File: config.mk
export PLATFORM = sky130hd
export DESIGN_NAME = pwm_peripheral
export DESIGN_NICKNAME = d
export VERILOG_FILES = /design/src/rtl/pwm_pkg.sv /design/src/rtl/pwm_prescaler.sv /design/src/rtl/pwm_peripheral.sv
export SDC_FILE = /design/constraint.sdc
export NUM_CORES = 1
export LEC_CHECK = 0
export ABC_AREA = 1
export CAP_MARGIN = 20
export CORE_MARGIN = 1.5
export CORE_UTILIZATION = 39
export DETAILED_ROUTE_END_ITERATION = 16
export GPL_TIMING_DRIVEN = 0
export PLACE_DENSITY = 0.76
export REMOVE_ABC_BUFFERS = 1
export SLEW_MARGIN = 20
export SYNTH_ARGS = -nofsm -noshare
export SYNTH_HDL_FRONTEND = slang
export SYNTH_HIERARCHICAL = 1
export SYNTH_SLANG_ARGS = --single-unit
File: constraint.sdc
create_clock -name clk -period 1.55 [get_ports clk]
set_clock_uncertainty 0.1 [all_clocks]
set_input_delay 0.155 -clock clk [delete_from_list [all_inputs] [get_ports clk]]
set_output_delay 0.155 -clock clk [all_outputs]
set_load 0.01 [all_outputs]
File: src/rtl/pwm_pkg.sv
// Shared constants for the PWM pin driver.
package pwm_pkg;
  localparam int PWM_BITS        = 8;
  localparam int NUM_PINS        = 16;
  localparam logic [PWM_BITS-1:0] DUTY_FULL = 8'hFF;
  localparam int CLK_DIV_DEFAULT = 12;

  // A prescaler of CLK_DIV = 0 still needs a 1-bit counter.
  function automatic int presc_width(input int div);
    return (div < 1) ? 1 : $clog2(div + 1);
  endfunction
endpackage

File: src/rtl/pwm_prescaler.sv
// Divides clk down to the PWM step rate: one-cycle step every CLK_DIV+1 clocks.
module pwm_prescaler
  import pwm_pkg::*;
#(
  parameter int CLK_DIV = CLK_DIV_DEFAULT
) (
  input  logic clk,
  input  logic rst,
  output logic step
);
  localparam int W = presc_width(CLK_DIV);
  localparam logic [W-1:0] TC = W'(CLK_DIV);

  logic [W-1:0] presc;

  assign step = (presc == TC);

  always_ff @(posedge clk) begin
    if (rst)       presc <= '0;
    else if (step) presc <= '0;
    else           presc <= presc + W'(1);
  end
endmodule

File: src/rtl/pwm_peripheral.sv
// Drives 16 pins low, high or from one shared 8-bit PWM waveform.
// Define PWM_SYNC_UPDATE_EN to latch duty changes only at period boundaries.
module pwm_peripheral
  import pwm_pkg::*;
#(
  parameter int CLK_DIV = CLK_DIV_DEFAULT
) (
  input  logic                clk,
  input  logic                rst,
  input  logic [7:0]          en_reg_out_7_0,
  input  logic [7:0]          en_reg_out_15_8,
  input  logic [7:0]          en_reg_pwm_7_0,
  input  logic [7:0]          en_reg_pwm_15_8,
  input  logic [7:0]          pwm_duty_cycle,
  output logic [NUM_PINS-1:0] out,
  output logic                period_tick
);
  logic                step;
  logic                wrap;
  logic                pwm_sig;
  logic [PWM_BITS-1:0] pwm_cnt;
  logic [PWM_BITS-1:0] duty_act;
  logic [NUM_PINS-1:0] en_out;
  logic [NUM_PINS-1:0] en_pwm;

  pwm_prescaler #(.CLK_DIV(CLK_DIV)) u_presc (
    .clk  (clk),
    .rst  (rst),
    .step (step)
  );

  assign en_out = {en_reg_out_15_8, en_reg_out_7_0};
  assign en_pwm = {en_reg_pwm_15_8, en_reg_pwm_7_0};
  assign wrap   = step && (pwm_cnt == {PWM_BITS{1'b1}});

  always_ff @(posedge clk) begin
    if (rst)       pwm_cnt <= '0;
    else if (step) pwm_cnt <= pwm_cnt + PWM_BITS'(1);
  end

`ifdef PWM_SYNC_UPDATE_EN
  // Shadow duty: the running period always finishes with the duty it started with.
  always_ff @(posedge clk) begin
    if (rst)       duty_act <= '0;
    else if (wrap) duty_act <= pwm_duty_cycle;
  end
`else
  assign duty_act = pwm_duty_cycle;
`endif

  // Full scale is forced high; a plain compare would leave one low step per period.
  assign pwm_sig = (duty_act == DUTY_FULL) || (pwm_cnt < duty_act);

  always_ff @(posedge clk) begin
    if (rst) begin
      out         <= '0;
      period_tick <= 1'b0;
    end else begin
      out         <= en_out & (~en_pwm | {NUM_PINS{pwm_sig}});
      period_tick <= wrap;
    end
  end
endmodule

Word level (Yosys, flattened, before mapping)
Index checks and enable logic that the tools add are counted.

storage, ports and cells
  register bits = 29
  output and inout bits = 17
  logic and storage cells = 16
  input bits = 42

operators by class
  reductions and logical operators = 3
  bitwise operators = 3
  $add $sub $neg = 2
  magnitude comparators = 1
  equality and inequality tests = 3

operators by type and width
  operator                                                        count
  16-bit bitwise AND                                              1
  8-bit == test (second input constant)                           2
  16-bit NOT                                                      1
  16-bit bitwise OR                                               1
  8-bit by 1-bit adder with 8-bit output (second input constant)  1
  8-bit < comparator                                              1
  4-bit by 1-bit adder with 4-bit output (second input constant)  1
  4-bit == test (second input constant)                           1
  2-bit OR reduction                                              1
  1-bit logical AND                                               1
  1-bit logical OR                                                1

Longest topological paths before layout
Gate-level depths: netlist of the first run.

  depth in word-level cells = 4
  depth in mapped cells = 12
  mapped depth without buffers = 12

Hierarchy
Netlist of the first run, hierarchy kept.

modules (own cells, without submodules)
  module          seq. area each (µm²)  area each (µm²)  cells each  instances
  pwm_peripheral  500.5                 1282.5           188         1
  pwm_prescaler   80.1                  183.9            23          1

Worst setup path after synthesis of the first run
Ideal clock, no wire load.

  path type = register to register
  from = register u_presc.presc[0]
  to = register pwm_cnt[7]
  period minus slack after synthesis = 1.599 ns
  required time = 1.334 ns
  setup time = 0.116 ns
  path slack = -0.049 ns
  buffers on the path = 0
  arrival time = 1.383 ns
  stages on the path, launching flop included = 12
  path through = dfxtp_1 -> inv_1 -> ha_1 -> nand3_1 -> inv_1 -> nand2_1 -> nor2_2 -> nand2_2 -> nor3_2 -> nand2_1 -> o21ai_0 -> nor2_1

on the way
  word-level cells in the longest chain between the ends = 1

ends and longest elaborated chain
  element                   RTL line              source
  start: declaration        pwm_prescaler.sv:14   logic [W-1:0] presc;
  start signal: assignment  pwm_prescaler.sv:21   else presc <= presc + W'(1);
  4-bit == test             pwm_prescaler.sv:16   assign step = (presc == TC);
  via step                  pwm_peripheral.sv:18  logic step;
  end signal: assignment    pwm_peripheral.sv:38  else if (step) pwm_cnt <= pwm_cnt + PWM_BITS'(1);
  end: declaration          pwm_peripheral.sv:21  logic [PWM_BITS-1:0] pwm_cnt;

The timed path passes the listed nets, and every way through them passes these cells.
A chain may end at the register's enable or synchronous reset.

Worst setup path in the final report of the first run
  from = register u_presc.presc[0]
  to = register pwm_cnt[5]

The elaborated chain is that of the path after synthesis.

==> results.sh, run 1 <==
export IMPL_outcome="finished with violations"
export IMPL_violations="negative setup slack"
export IMPL_final_cells=338
export IMPL_placed_area_sq_mm=0.002076
export IMPL_finalSetupTns_ps=-446.1
export IMPL_worstSetupPathType="reg2reg"
export IMPL_cap_violations=0
export IMPL_die_x_um=64.32
export IMPL_power_internal_mw=1.262
export IMPL_synth_seq_cells=29
export IMPL_clk_pin_slew_worst_paths_ps=70
export IMPL_synth_cell_types=20
export IMPL_initial_utilization_pct=40.36
export IMPL_via_per_inst=4.512
export IMPL_critPathMaxFanout=3
export IMPL_ys_top_cells_by_area="dfxtp_1 (40%), inv_1 (14%), nand2_1 (10%)"
export IMPL_worst_ep_arrival_time_ps=1730
export IMPL_routedWlPerCell_um=12.09
export IMPL_pwr_share_clk_pct=35.4
export IMPL_synth_top_cell_area_share_pct=39.59
export IMPL_ys_warn_count=6
export IMPL_num_rows=22
export IMPL_power_mw=1.675
export IMPL_rsz0062_at_grt="yes"
export IMPL_drt_wl_total_um=4087
export IMPL_final_util_pct=72.18
export IMPL_syn_area_sq_mm=0.001466
export IMPL_power_frac_comb_pct=17.6
export IMPL_setup_slack_ps=-97.70
export IMPL_cts_sinks=29
export IMPL_yosysTopAreaCell="dfxtp_1"
export IMPL_hp_class="in2reg"
export IMPL_place_congestion=0.7433
export IMPL_fin_crit_ps=1648
export IMPL_io_pins=59
export IMPL_final_hold_viol_count=0
export IMPL_grt_util_all_layers_pct=18.90
export IMPL_drt_iter0_markers=67
export IMPL_relSlewSlack_pct=48.91
export IMPL_ir_drop_v=0.0005355
export IMPL_grt_ovfl_total=0
export IMPL_fillers=280
export IMPL_die_area_sq_mm=0.004137
export IMPL_area_growth_pct=78.84
export IMPL_regArea_sq_um=589.3
export IMPL_cts_tree="yes"
export IMPL_synthArstFlopShare_pct=0
export IMPL_syn_area_per_cell_sq_um=6.950
export IMPL_cts_made_buffers=5
export IMPL_grt_max_degree=21
export IMPL_dieHeight_um=64.32
export IMPL_p_switching_mw=0.4130
export IMPL_synth_edf_count=0
export IMPL_crit_path_end_kind="register"
export IMPL_clockBufferDepth=2
export IMPL_multi_input_area_sq_um=948.4
export IMPL_vias=1525
export IMPL_synth_common_cells="inv_1 (56), nand2_1 (39), nor2_1 (31), dfxtp_1 (29), nand3_1 (16)"
export IMPL_io_buffers=58
export IMPL_grt_pass1_wl_um=5906
export IMPL_cts_root_buf="clkbuf_8"
export IMPL_dpl_cell_count=313
export IMPL_drc_errors=0
export IMPL_switching_share_pct=24.66
export IMPL_ys_seq_area_share_pct=39.59
export IMPL_first_global_vias=1329
export IMPL_detail_route_first_pass_iterations=4
export IMPL_power_density_mw_per_mm2=638.7
export IMPL_nets=341
export IMPL_max_slew_worst_pin_slew_ps=765.0
export IMPL_antenna_left=0
export IMPL_drive_gt1_share_pct=30.34
export IMPL_drv_slew=0
export IMPL_finalCritPeriodShare_pct=106.3
export IMPL_hpwl_um=2122
export IMPL_antenna_cells=0
export IMPL_clk_latency_ps=280
export IMPL_power_leakage_nw=1.265
export IMPL_fmax_mhz=606.9
export IMPL_critPathRequiredTime_ps=1630
export IMPL_yosysMostFrequentCell="inv_1"
export IMPL_coreArea_sq_mm=0.003633
export IMPL_synthCells=211
export IMPL_critical_path_startpoint_type="register"
export IMPL_antenna_found_initial=0
export IMPL_h_tree_depth=2
export IMPL_ys_flop_type="dfxtp_1"
export IMPL_stdcell_area_sq_mm=0.002623
export IMPL_setup_viol=18
export IMPL_pwr_share_seq_pct=47.0
power by group through the flow:
stage / Clock (mW) / Combinational (mW) / Sequential (mW)
floorplan: 0 / 0.0701 / 0.815
global placement: 0 / 0.245 / 0.803
detailed placement: 0 / 0.247 / 0.804
CTS: 0.604 / 0.274 / 0.786
global route: 0.647 / 0.324 / 0.790
finish: 0.593 / 0.294 / 0.787
state kept, by name, indices dropped and copies added, names as in the netlist:
register       cells
u_presc/presc      4
period_tick        1
pwm_cnt            8
out               16
cell families after synthesis:
logic type      after synthesis  share of synthesized area, %
buf+inv                      60                         16.47
simple gates                102                         31.65
fa+ha+maj                    10                         8.532
compound gates                9                         3.157
xor+xnor                      1                        0.5974
flops                        29                         39.59
final timing paths:
check | start | slack, ps | depth (start not counted) | end
max reg2reg | u_presc/presc[0] | -100 | 11 | pwm_cnt[5]
max | u_presc/presc[0] | -100 | 11 | pwm_cnt[5]
min | en_reg_pwm_7_0[7] | 360 | 4 | out[7]
min reg2reg | pwm_cnt[6] | 400 | 2 | period_tick
cell usage in the layout, fill, tap and decap left out, types with 4 or more instances in the layout:
master           netlist  final
clkdlybuf4s50_1        0     53
inv_1                 56     47
nand2_1               39     32
nor2_1                31     27
dfxtp_1               29     22
nand3_2                3     16
buf_4                  0     12
inv_2                  0      8
nand2_2                4      7
dfxtp_2                0      7
nor2_4                 0      5
ha_4                   0      5
clkbuf_8               0      5
ha_1                  10      4
layout make-up:
type                       instances  area share, %
tap                               48          2.290
inverter                          56          8.111
sequential                        29          22.47
clock buffer                       6          2.767
multi-input combinational        123          36.16
clock inverter                     2         0.3817
timing repair buffer              74          27.81
critical path, stage by stage, from the launching register on:
cell and delay, ps:
dfxtp_2 330, inv_2 70, ha_4 140, nand3_4 80, inv_4 100, nand2_4 50, nor2_4 100, buf_4 110
buf_4 90, buf_4 110, a31oi_4 70, nor3_1 190
what timing repair did:
item	in CTS	in global routing
setup endpoints to repair	20	25
resized for setup	37	43
pin swaps	16	18
hold buffers	0	0
gates cloned	1	0
buffers inserted	9	7
routing by layer:
metal | GRT usage [%] | up-vias | wire, um
met2 | 30.99 | 54 | 2225
met3 | 8.099 | 12 | 262
met1 | 20.22 | 681 | 1502
met4 | 10.90 | 0 | 97
li1 | - | 778 | -
met5 | 0 | - | 0
stage by stage:
stage / worst slack (ps) / hold WS (ps)
final: -97.70 / 361.1
after global routing: -132.6 / 363.0
after CTS: -68.35 / 350.3
after detailed placement: -435.9 / 365.7
after global placement: -410.4 / 360.9
after floorplan: -48.75 / 131.8
Power figures use the tool's default switching activity.
==> inputs of run 2 (changes only) <==
--- a/config.mk
+++ b/config.mk
@@ -7,7 +7,6 @@
 export LEC_CHECK = 0
 export ABC_AREA = 1
 export CAP_MARGIN = 20
-export CORE_MARGIN = 1.5
 export CORE_UTILIZATION = 39
 export DETAILED_ROUTE_END_ITERATION = 16
 export GPL_TIMING_DRIVEN = 0
==> results.sh, run 2 (synthesis gave the netlist of run 1 again) <==
export IMPL_max_slew_worst_pin_slew_ps=750.3
export IMPL_cts_sinks=29
export IMPL_rsz0062_at_grt="yes"
export IMPL_critPathMaxFanout=5
export IMPL_reg_top3="out x16, pwm_cnt x8, u_presc/presc x4"
export IMPL_cpPeakStageDelay_ps=320
export IMPL_critical_path_startpoint_type="register"
export IMPL_detail_route_first_pass_iterations=4
export IMPL_clk_latency_ps=280
export IMPL_crit_chain="inv_2, ha_4, nand3_4, inv_4, nand2_4, nor2_4, nand2_2, nor3_4, nand2_1, o21ai_1, nor2_1"
export IMPL_hp_class="in2reg"
export IMPL_die_area_sq_mm=0.004009
export IMPL_fin_crit_ps=1652
export IMPL_largest_register_ffs=16
export IMPL_finalCritPeriodShare_pct=106.6
export IMPL_grt_pass1_wl_um=6334
export IMPL_finalSetupTns_ps=-340.1
export IMPL_clk_pin_slew_worst_paths_ps=60
export IMPL_wl_met1_um=1558
export IMPL_initial_utilization_pct=42.28
export IMPL_hpwl_um=2217
export IMPL_worst_ep_arrival_time_ps=1720
export IMPL_power_leakage_nw=1.259
export IMPL_top_layer_used="met4"
export IMPL_critPathRequiredTime_ps=1620
export IMPL_num_rows=21
export IMPL_first_global_vias=1451
export IMPL_final_common_cell="clkdlybuf4s50_1"
export IMPL_vias=1483
export IMPL_crit_path_end_kind="register"
export IMPL_grt_ovfl_total=0
export IMPL_io_buffers=58
export IMPL_fmax_mhz=605.4
export IMPL_dieHeight_um=63.32
export IMPL_die_x_um=63.32
export IMPL_layout_common_cells="clkdlybuf4s50_1 (53), inv_1 (48), nand2_1 (34)"
export IMPL_wl_met3_um=346
export IMPL_drv_slew=0
export IMPL_hold_buffers=0
export IMPL_relSlewSlack_pct=49.90
export IMPL_ir_drop_v=0.0004685
export IMPL_grt_util_all_layers_pct=20.71
export IMPL_worstSetupPathType="reg2reg"
export IMPL_drc_errors=0
export IMPL_io_pins=59
export IMPL_violations="negative setup slack"
export IMPL_routedWlPerCell_um=11.77
export IMPL_antenna_left=0
export IMPL_coreArea_sq_mm=0.003468
export IMPL_dp_slack_ps=-427.0
export IMPL_cts_root_buf="clkbuf_8"
export IMPL_cap_violations=0
export IMPL_outcome="finished with violations"
export IMPL_top_register="out"
export IMPL_setup_viol=13
export IMPL_wl_met2_um=1980
export IMPL_place_congestion=0.7618
export IMPL_cp_slowest_cell="dfxtp_2"
export IMPL_cts_tree="yes"
export IMPL_area_growth_pct=73.63
export IMPL_drt_iter0_markers=61
export IMPL_grt_max_degree=21
export IMPL_nets=339
export IMPL_h_tree_depth=2
export IMPL_drt_wl_total_um=3932
export IMPL_setup_slack_ps=-101.7
export IMPL_drive_gt1_share_pct=27.08
export IMPL_antenna_found_initial=0
export IMPL_clockBufferDepth=2
export IMPL_final_hold_viol_count=0
export IMPL_via_per_inst=4.440
export IMPL_antenna_cells=0
export IMPL_cts_made_buffers=5
export IMPL_power_density_mw_per_mm2=689.7
## run 2: cell count changes in the layout (fill, tap and decap cells not counted), moves of 2 or more
cell	change
nor2_2	+3
nor2_4	-3
clkbuf_8	+2
dfxtp_2	-2
nand2_1	+2
nand2_2	-2
## run 2: layer usage
metal	vias to the layer above	track usage, %
met4	0	7.386
met2	49	34.04
li1	774	-
met1	654	22.25
met5	-	0
met3	6	11.23
## run 2: final timing paths
check                         start           to  slack, ps  cells past startpoint
setup / recovery   u_presc/presc[0]   pwm_cnt[7]       -100                     11
hold / removal    en_reg_pwm_7_0[5]       out[5]        360                      4
setup reg to reg   u_presc/presc[0]   pwm_cnt[7]       -100                     11
hold reg to reg          pwm_cnt[7]  period_tick        430                      2
## run 2: worst max-delay path: cells and delay by family (launching register included)
kind / cells / cell delay (ps)
AOI/OAI and AO/OA: 1 / 140
adders and majority gates: 1 / 140
buffers and inverters: 2 / 170
DFF: 1 / 320
and+or+nand+nor: 7 / 680
## run 2: what timing repair did
item,4_1_cts,5_1_grt
resized for setup,45,23
setup buffers,10,4
gates cloned,1,0
pin swaps,16,15
endpoints found under the setup margin,20,25
hold endpoints to repair,0,0
## run 2: per-stage QoR
stage / util [%] / hold WS (ps) / cells / power (mW) / area (sq um)
3_3_place_gp: 59.78 / 360.6 / 311 / 1.049 / 2073
6_report: 73.41 / 363.8 / 334 / 1.756 / 2546
3_5_place_dp: 59.78 / 374.5 / 311 / 1.053 / 2073
4_1_cts: 69.99 / 351.0 / 330 / 1.759 / 2427
2_1_floorplan: - / 131.8 / 207 / 0.8850 / 1435
5_1_grt: 73.41 / 368.8 / 334 / 1.862 / 2546
## run 2: layout make-up
cell class / instances / area, sq um
fill: 259 / 922.1
clock buffer: 7 / 96.34
clock inverter: 1 / 5.005
inverter: 56 / 212.7
tap: 46 / 57.56
sequential: 29 / 590.6
multi-input combinational: 123 / 889.6
timing repair buffer: 72 / 694.4
## run 2: where the power goes
part	leakage (nW)	total [mW]	internal, mW	switching, mW
registers	0.242	0.786	0.774	0.0115
clock network	0.0542	0.676	0.400	0.276
logic	0.964	0.294	0.178	0.116
total	1.26	1.76	1.35	0.404
